**config.mk**
```make
export PLATFORM = sky130hd
export DESIGN_NAME = clock_divider_multi
export DESIGN_NICKNAME = d
export VERILOG_FILES = /design/src/rtl/clock_divider_multi.sv
export SDC_FILE = /design/constraint.sdc
export NUM_CORES = 1
export LEC_CHECK = 0
export CORE_ASPECT_RATIO = 0.6
export CORE_MARGIN = 4
export CORE_UTILIZATION = 32
export CTS_CLUSTER_DIAMETER = 80
export DETAILED_ROUTE_END_ITERATION = 6
export HOLD_SLACK_MARGIN = 0.06
export PLACE_DENSITY = 0.5
export SLEW_MARGIN = 20
export SYNTH_ARGS = -nofsm -noshare
export SYNTH_HDL_FRONTEND = slang
export SYNTH_SLANG_ARGS = --single-unit
```
**constraint.sdc**
```tcl
create_clock -name clock_in -period 22.1 [get_ports clock_in]
set_input_delay 2.21 -clock clock_in [delete_from_list [all_inputs] [get_ports clock_in]]
set_output_delay 2.21 -clock clock_in [all_outputs]
set_load 0.02 [all_outputs]
```
**src/rtl/clock_divider_multi.sv**
```systemverilog
// clock_divider_multi: NCH independent run-time-programmable clock dividers.
// Each channel divides clock_in by its own divisor and emits a registered
// square wave (clock_out) and a one-cycle period-start strobe (tick).
// Divisor writes go through a valid/ready port and are applied only at a
// period boundary (wrap), on sync_clear, or while the channel is disabled.
// Optional feature macro: CLKDIV_DUTY_EN adds cfg_hi (programmable high time).
module clock_divider_multi #(
  parameter int NCH       = 4,
  parameter int WIDTH     = 32,
  parameter int DIV_RESET = 2,
  localparam int CHW      = (NCH > 1) ? $clog2(NCH) : 1
) (
  input  logic             clock_in,
  input  logic             reset,
  input  logic [NCH-1:0]   en,
  input  logic             sync_clear,
  input  logic             cfg_valid,
  output logic             cfg_ready,
  input  logic [CHW-1:0]   cfg_ch,
  input  logic [WIDTH-1:0] cfg_div,
`ifdef CLKDIV_DUTY_EN
  input  logic [WIDTH-1:0] cfg_hi,
`endif
  output logic [NCH-1:0]   clock_out,
  output logic [NCH-1:0]   tick
);

  localparam logic [WIDTH-1:0] LP_DIV_RST = WIDTH'(DIV_RESET);
  localparam logic [WIDTH-1:0] LP_HI_RST  = WIDTH'(DIV_RESET / 2);

  logic [NCH-1:0] w_pend;

  // Ready only looks at the addressed channel's pending flag; an
  // out-of-range channel always reads ready so the write is swallowed.
  always_comb begin
    cfg_ready = 1'b1;
    for (int i = 0; i < NCH; i++)
      if (cfg_ch == CHW'(i)) cfg_ready = !w_pend[i];
  end

  for (genvar g = 0; g < NCH; g++) begin : g_ch
    logic [WIDTH-1:0] r_cnt, r_div, r_hi, r_pend_div;
    logic             r_pend, r_clk, r_tick;
`ifdef CLKDIV_DUTY_EN
    logic [WIDTH-1:0] r_pend_hi;
`endif
    logic [WIDTH-1:0] w_d;
    logic             w_wrap, w_restart, w_apply, w_accept;

    // div==0 behaves as divide-by-1
    assign w_d       = (r_div == '0) ? WIDTH'(1) : r_div;
    // >= rather than == so a counter can never run past its limit
    assign w_wrap    = (r_cnt >= (w_d - WIDTH'(1)));
    assign w_restart = sync_clear | ~en[g] | w_wrap;
    assign w_apply   = r_pend & w_restart;
    assign w_accept  = cfg_valid & ~r_pend & (cfg_ch == CHW'(g));

    assign w_pend[g]    = r_pend;
    assign clock_out[g] = r_clk;
    assign tick[g]      = r_tick;

    // Counter, outputs and glitch-free divisor update for this channel
    always_ff @(posedge clock_in or posedge reset) begin
      if (reset) begin
        r_cnt      <= '0;
        r_div      <= LP_DIV_RST;
        r_hi       <= LP_HI_RST;
        r_pend     <= 1'b0;
        r_pend_div <= '0;
`ifdef CLKDIV_DUTY_EN
        r_pend_hi  <= '0;
`endif
        r_clk      <= 1'b0;
        r_tick     <= 1'b0;
      end else begin
        // outputs are a registered view of the current count
        r_clk  <= en[g] & (r_cnt < r_hi);
        r_tick <= en[g] & (r_cnt == '0);

        if (w_restart) r_cnt <= '0;
        else           r_cnt <= r_cnt + WIDTH'(1);

        // apply and accept are exclusive: accept needs !pend, apply needs pend
        if (w_apply) begin
          r_div  <= r_pend_div;
`ifdef CLKDIV_DUTY_EN
          r_hi   <= r_pend_hi;
`else
          r_hi   <= r_pend_div >> 1;
`endif
          r_pend <= 1'b0;
        end else if (w_accept) begin
          r_pend     <= 1'b1;
          r_pend_div <= cfg_div;
`ifdef CLKDIV_DUTY_EN
          r_pend_hi  <= cfg_hi;
`endif
        end
      end
    end
  end

endmodule
```
==> results of run 1 <==
[worst max-delay path: cells and delay by family, from the launching register on]
family | cells | cell delay, ns
simple gates | 11 | 3.36
fa+ha+maj | 2 | 0.51
xor+xnor | 1 | 0.13
mux | 1 | 0.39
compound gates | 3 | 0.81
flops | 1 | 0.44
buf+inv | 2 | 0.57
[routing by layer]
layer | GRT usage | vias up | wire (microns)
li1 | - | 8554 | -
met1 | 0.275 | 8956 | 36300
met2 | 0.216 | 383 | 24400
met3 | 0.0368 | 61 | 4770
met4 | 0.0251 | 4 | 877
met5 | 0 | - | 22
[where the power goes]
group / internal [uW] / switching [uW]
Clock: 379 / 301
Sequential: 879 / 176
Combinational: 342 / 368
[registers in the layout, indices dropped and copies added (netlist names)]
name	cells
g_ch.r_cnt	128
g_ch.r_div	128
g_ch.r_pend_div	128
g_ch.r_clk	4
g_ch.r_pend	4
g_ch.r_tick	4
[final timing paths]
path | startpoint | slack, ns | to | cells past startpoint
setup / recovery | g_ch[3].r_div[23] | 15.78 | g_ch[3].r_div[14] | 20
hold / removal | g_ch[3].r_pend_div[11] | 0.49 | g_ch[3].r_div[11] | 1
setup reg to reg | g_ch[3].r_div[23] | 15.78 | g_ch[3].r_div[14] | 20
hold reg to reg | g_ch[3].r_pend_div[11] | 0.49 | g_ch[3].r_div[11] | 1
max in group asynchronous | reset | 18.28 | g_ch[0].r_cnt[3] | 3
min in group asynchronous | reset | 2.26 | g_ch[3].r_pend_div[5] | 2
[layout make-up]
type,count,share of cell area
Antenna cell,3,0.000276
Clock buffer,51,0.0409
Clock inverter,18,0.00557
Inverter,154,0.0215
Multi-Input combinational cell,1755,0.499
Sequential cell,396,0.364
Tap cell,987,0.0454
Timing Repair Buffer,66,0.0233
[cells in the final DEF (no fill, tap or decap), types with 7 or more instances in the layout]
| master | instances |
|---|---|
| mux2_2 | 254 |
| xnor2_1 | 150 |
| and4_1 | 10 |
| or3_1 | 10 |
| ha_1 | 260 |
| or4_1 | 20 |
| nor2b_1 | 10 |
| clkinv_2 | 12 |
| and2_1 | 12 |
| nor4_1 | 62 |
| nand4_1 | 77 |
| nor2_1 | 218 |
| a21oi_1 | 94 |
| and3_1 | 32 |
| xor2_1 | 73 |
| o21ai_0 | 48 |
| a31oi_1 | 7 |
| a21o_1 | 24 |
| a2111oi_0 | 7 |
| clkbuf_16 | 41 |
| nand2_1 | 123 |
| nand2b_1 | 11 |
| a211oi_1 | 10 |
| nor4b_1 | 8 |
| dfrtp_1 | 392 |
| nor3_1 | 69 |
| buf_4 | 15 |
| clkdlybuf4s50_1 | 50 |
| inv_1 | 153 |
| nand3_1 | 93 |
[kinds of logic (layout without fill, tap and decap cells)]
family / count (synthesis) / after routing / synth area share
xor+xnor: 224 / 224 / 0.0811
buf+inv: 209 / 289 / 0.0345
other cells: 0 / 3 / 0
compound gates: 233 / 233 / 0.0591
simple gates: 780 / 780 / 0.163
mux: 258 / 258 / 0.120
fa+ha+maj: 260 / 260 / 0.134
flops: 396 / 396 / 0.408
[metrics by stage]
step	total power, uW	instances
final	2450	3430
after global routing	2630	3427
after CTS	2470	3427
after detailed placement	1770	3358
after global placement	1740	3358
after floorplan	1550	2360
==> flow_summary.toml, run 1 <==
[sta]
worst_hold_slack_ns = 0.488
final_max_slew_viol_count = 0
fmax_ghz = 0.158
fin_ws_ns = 15.78
tightestPinTransition_ns = 0.957
skew_ns = 0.0126
post-route-period-util = 0.286
hold_viol = 0
setup-violations-final = 0
max_slew_margin = 0.362
fin_setup_tns_ns = 0
rsz0062_at_grt = "false"
min_period_ns = 6.32

[setup_path]
crit_slowest_cell = "nor4_1"
critPathKind = "reg2reg"
worstPathCellList = "or4_1 > nor4_1 > nand3_1 > nor2_1 > nor2_1 > ha_1 > nor4b_1 > buf_4 > nand3_1 > nor3_1 > nand4_1 > xnor2_1 > ha_1 > a21oi_1 > nand2_1 > a2111oi_0 > or4b_2 > a22oi_2 > buf_4 > mux2_2"
critPathMaxStageDelay_ns = 0.70
cp.arrival_ns = 6.76
critPathMaxFanout = 32
crit_required_ns = 22.54
cp-end-kind = "flip-flop"
crit_path_start_kind = "flip-flop"

[layout]
register_area_sq_um = 9910
area_growth_pct = 12.0
final_util = 0.366
multiInputGateArea_sq_um = 13600
fin_nets = 2714
stdcell_area_sq_um = 27200
drive_above_1_share = 0.150
fillers = 7414

[clock_tree]
cts_tree = "yes"
htreeDepth = 2
clock_latency_ns = 0.55
post_cts.repair.setup_buffers = 0
clock_sinks = 396
cts_resized = 0
clockBufferDepth = 3
path_clk_slew_ns = 0.06
cts_made_buffers = 39
hold_buffers = 0
cts_root_buf = "clkbuf_16"

[placed_design]
placed_area_sq_um = 25900
dp_slack_ns = 15.82
dp_hpwl_microns = 50700
gp_congestion = 0.836
portBuffers = 50

[detailed_routing]
vias = 18000
avgRoutedWirePerCell_microns = 19.3
viasPerCell = 5.24
totalWireLength_microns = 66300
dr.first_iter.drc_count = 1158
dr.pass1.iters = 5
final_antenna_net_count = 0
route.detailed.drc = 0

[floorplan]
rows = 77
die_w_microns = 364
die_y_microns = 221
start_util = 0.326
io_pins = 51
core_region_area_sq_um = 74400
dieArea_sq_um = 80500

[global_routing]
grt_max_degree = 159
grt_overflow = 0
grt_pass1_wl_microns = 106000
grt_pass1_vias = 18000
antenna_found_initial = 18
grtUsageTotal = 0.166

[logic_synthesis]
ys_async_sr_fraction = 1.00
yosysMostFrequentCell = "dfrtp_1"
ys_seq_area_frac = 0.408
yosys.area.top_type = "dfrtp_1"
synth_common_cells = "392 x dfrtp_1, 260 x ha_1, 254 x mux2_2, 218 x nor2_1, 154 x inv_1"
yosys-top-cells-area = "dfrtp_1 40%, ha_1 13%, mux2_2 12%"
syn_avg_cell_area_sq_um = 10.3
yosysWarnings = 0
synthFlopType = "dfrtp_1"
ys_seq_elements = 396
synth_top_area_frac = 0.404
synth_area_sq_um = 24300
synth_edf_count = 0
ys_types = 66
syn-num-nets = 2662
syn_inst = 2360

[status]
outcome = "finished clean"

[job]
max_cap_viol_count = 0

[pwr]
power_density_nw_per_um2 = 89.9
p_leak_uw = 0.0119
ir_drop_mv = 0.0563

[hold_path]
hold_path.class = "reg2reg"
(Power assumes the default switching activity.)
==> inputs of run 2 (changes only) <==
--- a/config.mk
+++ b/config.mk
@@ -11,7 +11,7 @@
 export CTS_CLUSTER_DIAMETER = 80
 export DETAILED_ROUTE_END_ITERATION = 6
 export HOLD_SLACK_MARGIN = 0.06
-export PLACE_DENSITY = 0.5
+export PLACE_DENSITY = 0.51
 export SLEW_MARGIN = 20
 export SYNTH_ARGS = -nofsm -noshare
 export SYNTH_HDL_FRONTEND = slang
==> constraint.sdc (replaced) <==
create_clock -name clock_in -period 5.4 [get_ports clock_in]
set_input_delay 0.54 -clock clock_in [delete_from_list [all_inputs] [get_ports clock_in]]
set_output_delay 0.54 -clock clock_in [all_outputs]
set_load 0.02 [all_outputs]
==> run 2 against run 1 <==
Power rose to 4.4 times the previous value. Routed wire length rose by 2.3%. Worst hold slack got worse by 0.25 ns. Die area did not move. Worst setup slack got worse by 16 ns. Count of clock-buffer cells in the layout rose by 2. Global-route usage barely moved. Clock power rose to 4.6 times the previous value. Clock skew barely moved. Critical endpoint is now g_ch[3].r_div[17]. Largest cell class unchanged.
==> flow_summary.toml, run 2 (synthesis gave the netlist of run 1 again) <==
[floorplan]
die_w_microns = 364
dieArea_sq_um = 80500
rows = 77
core_region_area_sq_um = 74400
io_pins = 51
die_y_microns = 221
start_util = 0.326

[status]
outcome = "finished clean"

[global_routing]
grtUsageTotal = 0.166
grt_overflow = 0
grt_max_degree = 193
grt_pass1_wl_microns = 105000
grt_pass1_vias = 18000
antenna_found_initial = 11

[layout]
instances_no_fill = 3515
stdcell_area_sq_um = 28300
most-common-layout-cells = "392 x dfrtp_1, 260 x ha_1, 254 x mux2_2"
fillers = 7337
area_growth_pct = 16.7
drive_above_1_share = 0.186
reg.largest.list = "g_ch.r_cnt: 128 flops, g_ch.r_div: 128 flops, g_ch.r_pend_div: 128 flops"
final_common_cell = "dfrtp_1"
fin_nets = 2798

[clock_tree]
cts_root_buf = "clkbuf_16"
hold_buffers = 0
clock_sinks = 396
cts_made_buffers = 40
cts_tree = "yes"
htreeDepth = 2
path_clk_slew_ns = 0.07
clock_latency_ns = 0.58
clockBufferDepth = 3

[pwr]
ir_drop_mv = 0.231
power_density_nw_per_um2 = 378
p_leak_uw = 0.0125

[sta]
skew_ns = 0.0126
max_slew_margin = 0.412
fin_setup_tns_ns = 0
fmax_ghz = 0.192
worst_hold_slack_ns = 0.236
min_period_ns = 5.21
post-route-period-util = 0.964
hold_viol = 0
setup-violations-final = 0
tightestPinTransition_ns = 0.881
final_max_slew_viol_count = 0

[job]
max_cap_viol_count = 0

[detailed_routing]
dr.first_iter.drc_count = 1232
avgRoutedWirePerCell_microns = 19.3
route.detailed.drc = 0
viasPerCell = 5.19
vias = 18300
final_antenna_net_count = 0
totalWireLength_microns = 67900
dr.pass1.iters = 5

[hold_path]
hold_path.class = "in2async"

[placed_design]
numPlacedInstances = 3432
gp_congestion = 0.843
portBuffers = 50
dp_hpwl_microns = 51400
placed_area_sq_um = 26500

[setup_path]
critPathMaxStageDelay_ns = 0.65
crit_required_ns = 5.86
cp.arrival_ns = 5.67
crit_path_start_kind = "flip-flop"
path_buf_inv = 2
worstPathCellList = "or4_1 > nor4_4 > nand3_1 > nor2_2 > nor2_1 > ha_1 > nor4b_4 > nand3_2 > nor3_2 > nand4_1 > xnor2_1 > ha_1 > a21oi_1 > nand2_1 > a2111oi_2 > or4b_2 > a22oi_2 > buf_6 > buf_6 > mux2_2"
crit_slowest_cell = "or4b_2"
critPathKind = "reg2reg"
crit_family = "simple AND/OR/NAND/NOR gates"
cp-end-kind = "flip-flop"
critPathMaxFanout = 8
run 2: worst reg2reg max path: stages, from the launching register on:
cell       delay, ns
dfrtp_1         0.43
or4_1           0.64
nor4_4          0.23
nand3_1         0.17
nor2_2          0.17
nor2_1          0.09
ha_1            0.21
nor4b_4         0.15
nand3_2         0.13
nor3_2          0.09
nand4_1         0.13
xnor2_1         0.12
ha_1            0.27
a21oi_1         0.15
nand2_1         0.07
a2111oi_2       0.41
or4b_2          0.65
a22oi_2         0.28
buf_6           0.18
buf_6           0.18
mux2_2          0.35
run 2: metrics by stage:
step	utilization	total power, uW	worst slack, ns
6_report	0.381	10700	0.194
5_1_grt	0.381	11500	-0.00213
4_1_cts	0.377	10800	0.0105
3_5_place_dp	0.357	7530	-0.149
3_3_place_gp	0.357	7390	-0.0431
2_1_floorplan	-	6360	-0.467
run 2: cell type report:
| class | instances | area [sq um] | area share |
|---|---|---|---|
| Antenna cell | 2 | 5.00 | 0.000177 |
| Multi-Input combinational cell | 1755 | 13700 | 0.483 |
| Inverter | 154 | 582 | 0.0205 |
| Tap cell | 987 | 1230 | 0.0436 |
| Sequential cell | 396 | 9910 | 0.350 |
| Clock inverter | 19 | 303 | 0.0107 |
| Clock buffer | 53 | 1160 | 0.0410 |
| Timing Repair Buffer | 149 | 1440 | 0.0507 |
run 2: path summary, 6_finish.rpt:
check	startpoint	end	slack [ns]	cells past startpoint
worst min-delay path	reset	g_ch[2].r_div[0]	0.24	2
max in group asynchronous	reset	g_ch[1].r_cnt[4]	3.96	4
worst max register to register	g_ch[3].r_div[16]	g_ch[3].r_div[17]	0.19	20
worst max-delay path	g_ch[3].r_div[16]	g_ch[3].r_div[17]	0.19	20
worst min register to register	g_ch[3].r_pend_div[13]	g_ch[3].r_pend_div[13]	0.50	1
min in group clock_in	g_ch[3].r_pend_div[13]	g_ch[3].r_pend_div[13]	0.50	1
run 2: power breakdown:
part	switching [uW]	total [uW]	internal [uW]
clock network	1290	3150	1860
logic	1740	3370	1630
registers	589	4190	3600
total	3620	10700	7090
run 2: routing by layer:
layer / up-vias / wire length (microns) / GRT usage
met5: - / 15 / 0
met4: 2 / 664 / 0.0227
met3: 47 / 5120 / 0.0391
met2: 393 / 25400 / 0.219
met1: 9112 / 36700 / 0.272
li1: 8698 / - / -
run 2: timing repair:
action                     in CTS  in global routing
setup endpoints to repair      74                195
gates resized for setup         6                 25
cloned                          0                  6
pin swaps                       0                  8
buffers inserted                0                  2
